==> src/rtl/montgomery_pkg.sv <==
`default_nettype none
// ============================================================================
// Module      : montgomery_pkg
// Description : Shared types and helpers for the radix-2 Montgomery engine.
//               state_t  - controller states
//               mode_t   - MUL (a*b*2^-k mod n) or RED (t*2^-k mod n)
//               clamp_k  - maps k=0 or k>width onto the full width
// Revision    : 1.0 - initial release
// ============================================================================
package montgomery_pkg;

  typedef enum logic [1:0] {
    IDLE  = 2'd0,
    RUN   = 2'd1,
    FINAL = 2'd2,
    DONE  = 2'd3
  } state_t;

  typedef enum logic {
    MODE_MUL = 1'b0,
    MODE_RED = 1'b1
  } mode_t;

  // A zero exponent or one wider than the datapath is meaningless for this
  // engine; both fall back to a full-width reduction.
  function automatic int clamp_k(input int k, input int dw);
    return ((k == 0) || (k > dw)) ? dw : k;
  endfunction

endpackage
`default_nettype wire

==> src/rtl/montgomery_step.sv <==
`default_nettype none
// ============================================================================
// Module      : montgomery_step
// Description : One combinational radix-2 Montgomery iteration.
//               MUL: acc += a_bit*b; if odd acc += n; acc >>= 1
//               RED:                 if odd acc += n; acc >>= 1
// Ports       : i_acc   [2W+1] current accumulator
//               i_b     [W]    multiplier
//               i_n     [W]    odd modulus
//               i_a_bit [1]    current multiplicand bit
//               i_mode  [1]    MODE_MUL / MODE_RED
//               o_acc   [2W+1] accumulator after the iteration
// Revision    : 1.0 - initial release
// ============================================================================
module montgomery_step
  import montgomery_pkg::*;
#(
  parameter int DATA_WIDTH = 8
) (
  input  logic [2*DATA_WIDTH:0]   i_acc,
  input  logic [DATA_WIDTH-1:0]   i_b,
  input  logic [DATA_WIDTH-1:0]   i_n,
  input  logic                    i_a_bit,
  input  mode_t                   i_mode,
  output logic [2*DATA_WIDTH:0]   o_acc
);

  localparam int ACC_W = 2*DATA_WIDTH + 1;
  // One spare bit so the two additions can never wrap before the halving.
  localparam int SUM_W = ACC_W + 1;

  logic [SUM_W-1:0] w_sum1;
  logic [SUM_W-1:0] w_sum2;

  assign w_sum1 = {1'b0, i_acc} +
                  (((i_mode == MODE_MUL) && i_a_bit) ? SUM_W'(i_b) : '0);
  // Adding odd n to an odd sum makes it even, so the shift below is exact.
  assign w_sum2 = w_sum1 + (w_sum1[0] ? SUM_W'(i_n) : '0);
  assign o_acc  = ACC_W'(w_sum2 >> 1);

endmodule
`default_nettype wire

==> src/rtl/montgomery_mult_seq.sv <==
`default_nettype none
// ============================================================================
// Module      : montgomery_mult_seq
// Description : Sequential radix-2 Montgomery engine, one iteration per clock,
//               valid/ready handshake on input and output.
// Ports       : clk, reset (async, active-high)
//               in_valid/in_ready   operand handshake
//               mode                0 = MUL, 1 = RED
//               a, b [W]            MUL operands
//               t [2W]              RED operand
//               modulus [W]         odd n
//               bit_length [KW]     k, R = 2^k (clamped to W when 0 or >W)
//               out_valid/out_ready result handshake
//               out [W]             result
// Revision    : 1.0 - initial release
// ============================================================================
module montgomery_mult_seq
  import montgomery_pkg::*;
#(
  parameter int DATA_WIDTH = 8,
  parameter int KW         = $clog2(DATA_WIDTH + 1)
) (
  input  logic                      clk,
  input  logic                      reset,
  input  logic                      in_valid,
  output logic                      in_ready,
  input  logic                      mode,
  input  logic [DATA_WIDTH-1:0]     a,
  input  logic [DATA_WIDTH-1:0]     b,
  input  logic [2*DATA_WIDTH-1:0]   t,
  input  logic [DATA_WIDTH-1:0]     modulus,
  input  logic [KW-1:0]             bit_length,
  output logic                      out_valid,
  input  logic                      out_ready,
  output logic [DATA_WIDTH-1:0]     out
);

  localparam int ACC_W = 2*DATA_WIDTH + 1;

  state_t                r_state;
  state_t                w_state_nxt;
  mode_t                 r_mode;
  logic [ACC_W-1:0]      r_acc;
  logic [ACC_W-1:0]      w_acc_step;
  logic [DATA_WIDTH-1:0] r_a;
  logic [DATA_WIDTH-1:0] r_b;
  logic [DATA_WIDTH-1:0] r_n;
  logic [DATA_WIDTH-1:0] r_out;
  logic [KW-1:0]         r_k;
  logic [KW-1:0]         r_i;
  logic [KW-1:0]         w_k;
  logic                  w_accept;
  logic                  w_last;
  logic                  w_ge;
  logic [DATA_WIDTH-1:0] w_final;

  assign w_k      = KW'(clamp_k(int'(bit_length), DATA_WIDTH));
  assign w_accept = in_valid && (r_state == IDLE);
  assign w_last   = (r_i == (r_k - KW'(1)));

  // Final correction compares and subtracts at full accumulator width so a
  // large RED accumulator is never misjudged by its truncated low half.
  assign w_ge     = (r_acc >= ACC_W'(r_n));
  assign w_final  = w_ge ? DATA_WIDTH'(r_acc - ACC_W'(r_n))
                         : DATA_WIDTH'(r_acc);

  // The multiplicand is shifted right each step, so bit 0 is always a[i].
  montgomery_step #(
    .DATA_WIDTH (DATA_WIDTH)
  ) u_step (
    .i_acc   (r_acc),
    .i_b     (r_b),
    .i_n     (r_n),
    .i_a_bit (r_a[0]),
    .i_mode  (r_mode),
    .o_acc   (w_acc_step)
  );

  always_ff @(posedge clk or posedge reset) begin
    if (reset) begin
      r_state <= IDLE;
    end else begin
      r_state <= w_state_nxt;
    end
  end

  always_comb begin
    w_state_nxt = r_state;
    in_ready    = 1'b0;
    out_valid   = 1'b0;
    case (r_state)
      IDLE: begin
        in_ready = 1'b1;
        if (in_valid) w_state_nxt = RUN;
      end
      RUN: begin
        if (w_last) w_state_nxt = FINAL;
      end
      FINAL: begin
        w_state_nxt = DONE;
      end
      DONE: begin
        out_valid = 1'b1;
        if (out_ready) w_state_nxt = IDLE;
      end
      default: w_state_nxt = IDLE;
    endcase
  end

  always_ff @(posedge clk or posedge reset) begin
    if (reset) begin
      r_mode <= MODE_MUL;
      r_acc  <= '0;
      r_a    <= '0;
      r_b    <= '0;
      r_n    <= '0;
      r_k    <= '0;
      r_i    <= '0;
      r_out  <= '0;
    end else begin
      if (w_accept) begin
        r_mode <= mode_t'(mode);
        r_a    <= a;
        r_b    <= b;
        r_n    <= modulus;
        r_k    <= w_k;
        r_i    <= '0;
        r_acc  <= mode ? {1'b0, t} : '0;
      end else if (r_state == RUN) begin
        r_acc  <= w_acc_step;
        r_a    <= r_a >> 1;
        r_i    <= r_i + KW'(1);
      end else if (r_state == FINAL) begin
        r_out  <= w_final;
      end
    end
  end

  assign out = r_out;

endmodule
`default_nettype wire

==> config.mk <==
export PLATFORM = sky130hd
export DESIGN_NAME = montgomery_mult_seq
export DESIGN_NICKNAME = d
export VERILOG_FILES = /design/src/rtl/montgomery_pkg.sv /design/src/rtl/montgomery_step.sv /design/src/rtl/montgomery_mult_seq.sv
export SDC_FILE = /design/constraint.sdc
export NUM_CORES = 1
export LEC_CHECK = 0
export ABC_AREA = 1
export CAP_MARGIN = 20
export CORE_ASPECT_RATIO = 0.5
export CORE_MARGIN = 2
export CORE_UTILIZATION = 50
export CTS_CLUSTER_SIZE = 24
export DETAILED_ROUTE_END_ITERATION = 7
export GPL_ROUTABILITY_DRIVEN = 0
export PLACE_DENSITY = 0.8
export SETUP_SLACK_MARGIN = 0.05
export SKIP_LAST_GASP = 1
export SLEW_MARGIN = 20
export SYNTH_ARGS = -nofsm -noshare
export SYNTH_HDL_FRONTEND = slang
export SYNTH_HIERARCHICAL = 1
export SYNTH_SLANG_ARGS = --single-unit
==> constraint.sdc <==
create_clock -name clk -period 3 [get_ports clk]
set_input_delay 0.75 -clock clk [delete_from_list [all_inputs] [get_ports clk]]
set_output_delay 0.75 -clock clk [all_outputs]
set_load 0.02 [all_outputs]
==> results.yml, run 1 <==
synth:
  ys_warn_count: 6
  synth_seq_cells: 60
  ys.flop_type: "dfrtp_1"
  synth_top_family_by_area: "simple AND/OR/NAND/NOR gates"
  synth_mux_area_share_pct: 0
  yosysMostFrequentCell: "nand2_1"
  synth.top_cell.area_share_pct: 31.5
  synthTopCellsByCount: "nand2_1 (208), inv_1 (101), nand3_1 (76), dfrtp_1 (60), nor2_1 (53)"
  synthAdderAreaFrac_pct: 8.86
  avgSynthCellArea_sq_um: 6.79
  yosysSeqAreaShare_pct: 31.5
  synthTopCellsByArea: "dfrtp_1 (31%), nand2_1 (16%), nand3_1 (8.0%)"
  synth_edf_count: 0
  synth_simple_gate_area_share_pct: 36.7
  async_reset_ff_share_pct: 100
  synth_cell_types: 33
  synthesis.nets: 784
  synth_compound_area_share_pct: 8.23
  yosysTopAreaCell: "dfrtp_1"
  synth_xor_area_share_pct: 4.59
  syn_inst: 703
  synth_area_sq_um: 4770
global_routing:
  antenna_found_initial: 0
  grt_pass1_vias: 4818
  track_usage_pct: 28.2
  grt_pass1_wl_um: 22700
  gr-total-overflow: 0
  grt_max_degree: 61
floorplan:
  dieWidth_um: 142
  initial_utilization_pct: 51.0
  core_region_area_sq_um: 9350
  fp.dieH_um: 73.1
  die-area_sq_um: 10400
  rows: 25
  num_io_pins: 59
sta:
  finClkSkew_ns: 0.00511
  slew_violations: 0
  period_share_pct: 110
  fin_crit_ns: 3.30
  fmax_ghz: 0.303
  grt_setup_unrepaired: "yes"
  fin_ws_ns: -0.298
  setup_viol: 11
  slew_headroom_pct: 51.8
  worst_slew_pin_slew_ns: 0.722
  hold_violations: 0
  fin_tns_setup_ns: -2.47
layout:
  nets: 895
  antenna_cells: 0
  drive_above_1_share_pct: 19.9
  area_growth_pct: 33.8
  finalInstanceArea_sq_um: 6380
  fin_util_pct: 68.3
cts:
  cts_tree: "yes"
  clk_path_buf_depth: 2
  htree_levels: 3
  cts_sinks: 60
  cts_root_buf: "clkbuf_16"
  hold_buffers: 0
  clkTransAtPathRegs_ns: 0.06
  cts_made_buffers: 9
  clock_latency_ns: 0.33
power:
  p_per_area_nw_per_um2: 1360
  power_leakage_nw: 3.29
  vdd_ir_drop_max_mv: 0.547
drt:
  routed_via_density: 5.52
  num_vias: 5190
  ant_nets: 0
  drt_iter0_drc: 524
  dr.pass1.iters: 6
  wire_per_inst_um: 15.7
  routed_wl_um: 14800
  drc_errors: 0
setup_path:
  critPathMaxFanout: 7
  crit_type: "flip-flop to flip-flop"
  required_ns: 3.21
  setup.worst_path.start_class: "flip-flop"
  cp_data_arrival_time_ns: 3.51
  end_kind: "flip-flop"
status:
  status: "finished, violations left"
  violations: "setup timing"
min_path:
  hold_path_class: "flip-flop to flip-flop"
place:
  post_dp_cell_area_sq_um: 5770
  hpwl_um: 9750
  io_buffer_count: 58
flow_run:
  cap_viol_max_count: 0
## per-stage QoR
| step | worst slack, ns | cells | power (mW) | hold slack, ns |
|---|---|---|---|---|
| 2_1_floorplan | 0.0479 | 703 | 5.02 | 0.449 |
| 3_3_place_gp | -0.0175 | 905 | 6.52 | 0.464 |
| 3_5_place_dp | -0.117 | 905 | 6.69 | 0.465 |
| 4_1_cts | -0.108 | 934 | 7.96 | 0.481 |
| 5_1_grt | -0.464 | 940 | 9.24 | 0.489 |
| 6_report | -0.298 | 940 | 8.70 | 0.477 |
## layout by cell type, fill, tap and decap left out, types with 2 or more instances in the layout
cell type	netlist	layout
a21oi_1	29	24
a21oi_2	2	6
buf_4	0	59
clkbuf_16	0	9
clkdlybuf4s50_1	0	58
clkinvlp_4	0	3
dfrtp_1	60	59
fa_1	3	2
ha_1	29	26
ha_4	0	3
inv_1	101	97
inv_2	5	9
nand2_1	208	194
nand2_2	9	22
nand2_4	4	4
nand3_1	76	70
nand3_2	5	11
nand3b_1	4	4
nand4_1	9	9
nor2_1	53	42
nor2_2	7	15
nor2_4	5	8
nor3_1	3	3
o211ai_1	3	3
o21ai_0	28	17
o21ai_1	2	10
o21ai_2	0	3
o22ai_1	4	4
o311ai_0	3	3
or2_0	3	3
or2_1	2	2
xnor2_1	6	5
xor2_1	19	17
xor2_2	0	2
## flip-flops by register name, indices dropped and copies added, names as in the netlist
| signal | flops |
|---|---|
| r_acc | 17 |
| r_n | 8 |
| out | 8 |
| r_b | 8 |
| r_k | 4 |
| r_a | 8 |
| r_mode | 1 |
| r_i | 4 |
| r_state | 2 |
## worst paths after layout
kind | endpoint | cells past startpoint | slack (ns) | from
max | r_acc[13] | 20 | -0.30 | r_a[0]
min | out[6] | 2 | 0.48 | out[6]
max reg2reg | r_acc[13] | 20 | -0.30 | r_a[0]
min reg2reg | out[6] | 2 | 0.48 | out[6]
max in group asynchronous | r_a[0] | 3 | 1.91 | reset
min in group asynchronous | out[6] | 3 | 0.80 | reset
## power breakdown
part	internal, mW	switching, mW	total (mW)
registers	1.21	0.403	1.62
clock network	0.583	0.395	0.977
logic	2.52	3.58	6.10
## area by class of cell
type | instances | area (sq um)
multi-input combinational | 518 | 3010
fill | 725 | 2970
sequential | 60 | 1500
timing repair buffer | 118 | 1040
inverter | 107 | 402
clock buffer | 11 | 243
tap | 121 | 151
clock inverter | 5 | 36.3
## logic make-up after synthesis
family	Yosys count
AND/OR/NAND/NOR	389
adder cells (fa/ha/maj)	32
buffers and inverters	125
XOR/XNOR	25
flip-flops	60
AO/OA/AOI/OAI	72
## worst max-delay path, stage by stage, from the launching register on
cell	delay, ns
dfrtp_2	0.45
nand2_8	0.12
nor2_4	0.06
ha_4	0.17
fa_2	0.39
nand3_2	0.08
nand3_2	0.10
nand2_2	0.09
nand2_2	0.06
xor2_1	0.14
ha_1	0.39
nand2_2	0.11
o21ai_2	0.17
a21oi_2	0.08
nor2_4	0.14
inv_2	0.05
nor2_4	0.12
nand2_1	0.09
xor2_1	0.15
o21ai_1	0.13
a21oi_1	0.08
## what timing repair did
| item | in CTS | in global routing |
|---|---|---|
| cloned | 0 | 0 |
| endpoints found under the hold margin | 0 | 0 |
| setup buffers | 13 | 7 |
| pin swaps | 18 | 40 |
| endpoints found under the setup margin | 11 | 13 |
| resized for setup | 14 | 41 |
## metal layers
metal	global-route usage (%)	routed length [um]	vias to the layer above
li1	-	-	2446
met1	35.2	6230	2404
met2	47.1	6980	282
met3	7.74	1170	58
met4	11.1	394	0
met5	0	0	-
Power figures use the tool's default switching activity.
==> run 2, diff against run 1 <==
--- a/config.mk
+++ b/config.mk
@@ -7,13 +7,13 @@
 export LEC_CHECK = 0
 export ABC_AREA = 1
 export CAP_MARGIN = 20
-export CORE_ASPECT_RATIO = 0.5
+export CORE_ASPECT_RATIO = 0.9
 export CORE_MARGIN = 2
 export CORE_UTILIZATION = 50
 export CTS_CLUSTER_SIZE = 24
 export DETAILED_ROUTE_END_ITERATION = 7
 export GPL_ROUTABILITY_DRIVEN = 0
-export PLACE_DENSITY = 0.8
+export PLACE_DENSITY = 0.75
 export SETUP_SLACK_MARGIN = 0.05
 export SKIP_LAST_GASP = 1
 export SLEW_MARGIN = 20
==> results.yml, run 2 (same netlist as run 1, synthesis figures left out) <==
status:
  status: "finished, violations left"
  violations: "setup timing"
sta:
  worst_slew_pin_slew_ns: 0.735
  finClkSkew_ns: 0.00856
  setup_viol: 12
  fin_crit_ns: 3.22
  fin_ws_ns: -0.223
  slew_headroom_pct: 50.9
  fmax_ghz: 0.310
  hold_violations: 0
  period_share_pct: 107
  hold_slack_ns: 0.479
  fin_tns_setup_ns: -1.58
  grt_setup_unrepaired: "yes"
  slew_violations: 0
drt:
  num_vias: 4879
  drt_iter0_drc: 247
  routed_via_density: 5.23
  drc_errors: 0
  wire_per_inst_um: 14.1
  dr.pass1.iters: 6
  routed_wl_um: 13200
  ant_nets: 0
cts:
  hold_buffers: 0
  cts_root_buf: "clkbuf_8"
  cts_sinks: 60
  cts_tree: "yes"
  clk_path_buf_depth: 2
  clkTransAtPathRegs_ns: 0.07
  clock_latency_ns: 0.36
  cts_made_buffers: 9
  htree_levels: 3
setup_path:
  reg2reg_setup_slack_ns: -0.22
  cp_data_arrival_time_ns: 3.47
  max_stage_delay_ns: 0.42
  setup.worst_path.start_class: "flip-flop"
  critPathMaxFanout: 7
  crit_type: "flip-flop to flip-flop"
  regToRegStartpoint: "r_a[0]"
  end_kind: "flip-flop"
  rr_endpoint: "r_acc[14]"
  crit_path_top_delay_cell: "dfrtp_1"
  required_ns: 3.25
  reg2reg_depth: 23
  worstPathCellList: "nand2_4, nor2_4, ha_4, fa_2, nand3_2, nand3_2, nand2_2, nand2_2, xor2_1, ha_1, nand2_2, nor2_2, nand2_1, nand3_2, nand2_2, nand2_2, nand2_4, nor2_4, nand3b_1, nand2_1, inv_1, o21ai_1, a21oi_1"
  cpMostUsedCell: "nand2_2"
global_routing:
  track_usage_pct: 26.3
  grt_pass1_wl_um: 22100
  antenna_found_initial: 1
  gr-total-overflow: 0
  grtUsageMet2_pct: 42.4
  grt_use_met1_pct: 34.7
  grtUsageMet3_pct: 6.13
  grt_pass1_vias: 4773
  grt_max_degree: 35
  grt_most_used_layer: "met2"
layout:
  layout_commonest_cell: "nand2_1"
  fin_util_pct: 68.2
  n_fill_cell: 770
  largest_reg_flops: 17
  finalInstanceArea_sq_um: 6280
  final_cell_mix: "nand2_1 (196), inv_1 (98), nand3_1 (70)"
  top_register: "r_acc"
  final_cells: 933
  nets: 887
  area_growth_pct: 31.5
  antenna_cells: 0
  drive_above_1_share_pct: 18.2
min_path:
  whs_endpoint: "out[0]"
  hold_start: "out[0]"
  hold_path_class: "flip-flop to flip-flop"
  hold_depth: 2
place:
  place_ws_ns: -0.186
  dp_cells: 903
  post_dp_cell_area_sq_um: 5760
  hpwl_um: 9620
  io_buffer_count: 58
floorplan:
  fp.dieH_um: 96.7
  initial_utilization_pct: 51.8
  num_io_pins: 59
  dieWidth_um: 107
  die-area_sq_um: 10300
  rows: 33
  core_region_area_sq_um: 9210
power:
  p_per_area_nw_per_um2: 1300
  vdd_ir_drop_max_mv: 0.613
  power_leakage_nw: 3.22
  power_mw: 8.13
flow_run:
  cap_viol_max_count: 0
run 2: area by class of cell:
cell class / instances / area, sq um / area share, %
clock buffers: 9 / 124 / 1.97
clock inverters: 7 / 67.6 / 1.08
inverters: 107 / 402 / 6.40
multi-input cells: 518 / 3010 / 48.0
flip-flops and latches: 60 / 1500 / 23.9
well taps: 122 / 153 / 2.43
repair buffers: 110 / 1020 / 16.2
run 2: routing by layer:
metal / vias to the layer above / part of all wire (%)
li1: 2423 / -
met1: 2281 / 44
met2: 153 / 49
met3: 20 / 5.9
met4: 2 / 1.7
met5: - / 0.053
run 2: critical path, delay by kind of cell, from the launching register on:
kind	cells	cell delay, ns
and+or+nand+nor	16	1.36
adders and majority gates	3	0.94
DFF	1	0.42
AOI/OAI and AO/OA	2	0.19
xor gates and xnor gates	1	0.16
buffers and inverters	1	0.04
run 2: how the worst max path moves through the flow:
stage / from / to / cells after the start
6_report: r_a[0] / r_acc[14] / 23
5_1_grt: r_a[0] / r_acc[14] / 24
4_1_cts: r_a[0] / r_acc[14] / 23
3_5_place_dp: r_mode / r_acc[13] / 21
3_3_place_gp: r_a[0] / r_acc[13] / 20
2_1_floorplan: r_a[0] / r_acc[13] / 20
run 2: what timing repair did:
item / CTS / global route
resized for setup: 23 / 28
hold endpoints to repair: 0 / 0
setup endpoints to repair: 11 / 14
pin swaps: 41 / 34
setup buffers: 8 / 6
run 2: power breakdown:
part	total [mW]	switching, mW	internal (mW)
Clock	0.725	0.347	0.378
Sequential	1.61	0.394	1.21
Combinational	5.80	3.29	2.51
Total	8.13	4.03	4.10
==> run 3, diff against run 2 <==
--- a/config.mk
+++ b/config.mk
@@ -14,6 +14,7 @@
 export DETAILED_ROUTE_END_ITERATION = 7
 export GPL_ROUTABILITY_DRIVEN = 0
 export PLACE_DENSITY = 0.75
+export RECOVER_POWER = 25
 export SETUP_SLACK_MARGIN = 0.05
 export SKIP_LAST_GASP = 1
 export SLEW_MARGIN = 20
==> results.yml, run 3 (same netlist as run 1, synthesis figures left out) <==
min_path:
  hold_path_class: "flip-flop to flip-flop"
  hold_depth: 2
sta:
  hold_violations: 0
  finClkSkew_ns: 0.00866
  fin_crit_ns: 3.22
  worst_slew_pin_slew_ns: 1.26
  slew_headroom_pct: 16.2
  grt_setup_unrepaired: "yes"
  hold_slack_ns: 0.479
  setup_viol: 12
  period_share_pct: 107
  fmax_ghz: 0.310
  fin_ws_ns: -0.223
  slew_violations: 0
drt:
  num_vias: 4882
  routed_via_density: 5.23
  drt_iter0_drc: 247
  wire_per_inst_um: 14.1
  dr.pass1.iters: 5
  drc_errors: 0
  routed_wl_um: 13200
  ant_nets: 0
setup_path:
  required_ns: 3.24
  crit_type: "flip-flop to flip-flop"
  reg2reg_depth: 23
  cp_data_arrival_time_ns: 3.47
  critPathMaxFanout: 7
  setup.worst_path.start_class: "flip-flop"
  end_kind: "flip-flop"
power:
  p_per_area_nw_per_um2: 1300
  vdd_ir_drop_max_mv: 0.613
  power_leakage_nw: 3.22
cts:
  cts_sinks: 60
  cts_made_buffers: 9
  cts_root_buf: "clkbuf_8"
  clk_path_buf_depth: 2
  clock_latency_ns: 0.36
  htree_levels: 3
  cts_tree: "yes"
  clkTransAtPathRegs_ns: 0.07
status:
  status: "finished, violations left"
  violations: "setup timing"
global_routing:
  gr-total-overflow: 0
  grt_most_used_layer: "met2"
  track_usage_pct: 26.3
  grt_pass1_wl_um: 22100
  grtUsageMet3_pct: 6.13
  grt_pass1_vias: 4773
  grtUsageMet2_pct: 42.4
  grt_use_met1_pct: 34.7
  grt_max_degree: 35
  antenna_found_initial: 1
floorplan:
  initial_utilization_pct: 51.8
  fp.dieH_um: 96.7
  die-area_sq_um: 10300
  rows: 33
  core_region_area_sq_um: 9210
  dieWidth_um: 107
  num_io_pins: 59
layout:
  final_cell_mix: "nand2_1 (196), inv_1 (99), nand3_1 (70)"
  finalInstanceArea_sq_um: 6280
  largest_reg_flops: 17
  top_register: "r_acc"
  area_growth_pct: 31.5
  antenna_cells: 0
  layout_commonest_cell: "nand2_1"
  nets: 887
  n_fill_cell: 770
  drive_above_1_share_pct: 18.1
place:
  post_dp_cell_area_sq_um: 5760
  hpwl_um: 9620
  io_buffer_count: 58
  place_ws_ns: -0.186
flow_run:
  cap_viol_max_count: 0
==> run 3: per-layer routing <==
metal | vias to the layer above | wire (um)
met1 | 2283 | 5730
met4 | 2 | 220
met2 | 153 | 6440
met3 | 21 | 795
li1 | 2423 | -
met5 | - | 7
==> run 3: final timing paths <==
path,start,end,slack (ns)
setup / recovery,r_a[0],r_acc[14],-0.22
hold / removal,out[0],out[0],0.48
setup reg to reg,r_a[0],r_acc[14],-0.22
hold reg to reg,out[0],out[0],0.48
max in group asynchronous,reset,r_n[1],1.05
min in group asynchronous,reset,r_state[1],1.18
==> run 3: worst max-delay path: stages, from the launching register on <==
cell	delay, ns
dfrtp_1	0.42
nand2_4	0.13
nor2_4	0.05
ha_4	0.16
fa_2	0.41
nand3_2	0.09
nand3_2	0.09
nand2_2	0.08
nand2_2	0.06
xor2_1	0.16
ha_1	0.37
nand2_2	0.11
nor2_2	0.09
nand2_1	0.09
nand3_2	0.09
nand2_2	0.05
nand2_2	0.07
nand2_4	0.07
nor2_4	0.13
nand3b_1	0.09
nand2_1	0.07
inv_1	0.04
o21ai_1	0.11
a21oi_1	0.08
==> run 3: final cells by class <==
type / instances / area [sq um] / area share [%]
Tap cell: 122 / 153 / 2.43
Inverter: 107 / 402 / 6.40
Sequential cell: 60 / 1500 / 23.9
Clock buffer: 9 / 124 / 1.97
Clock inverter: 7 / 67.6 / 1.08
Multi-Input combinational cell: 518 / 3010 / 48.0
Timing Repair Buffer: 110 / 1020 / 16.2
==> run 3: what timing repair did <==
| action | 4_1_cts | 5_1_grt |
|---|---|---|
| hold buffers | 0 | 0 |
| setup buffers | 8 | 6 |
| endpoints found under the setup margin | 11 | 14 |
| resized for setup | 23 | 28 |
| pin swaps | 41 | 34 |
==> run 3: where the power goes <==
group,internal (mW),total (mW),switching (mW)
clock network,0.378,0.724,0.346
logic,2.51,5.80,3.29
registers,1.21,1.61,0.395
total,4.10,8.13,4.03
==> run 3: through the flow <==
step           util, %  instances  setup TNS, ns  power [mW]
2_1_floorplan        -        703              0        5.02
3_3_place_gp      62.6        903        -0.0487        6.42
3_5_place_dp      62.6        903          -1.14        6.59
4_1_cts           66.3        927         -0.547        7.60
5_1_grt           68.2        933          -3.67        8.87
6_report          68.2        933          -1.58        8.13
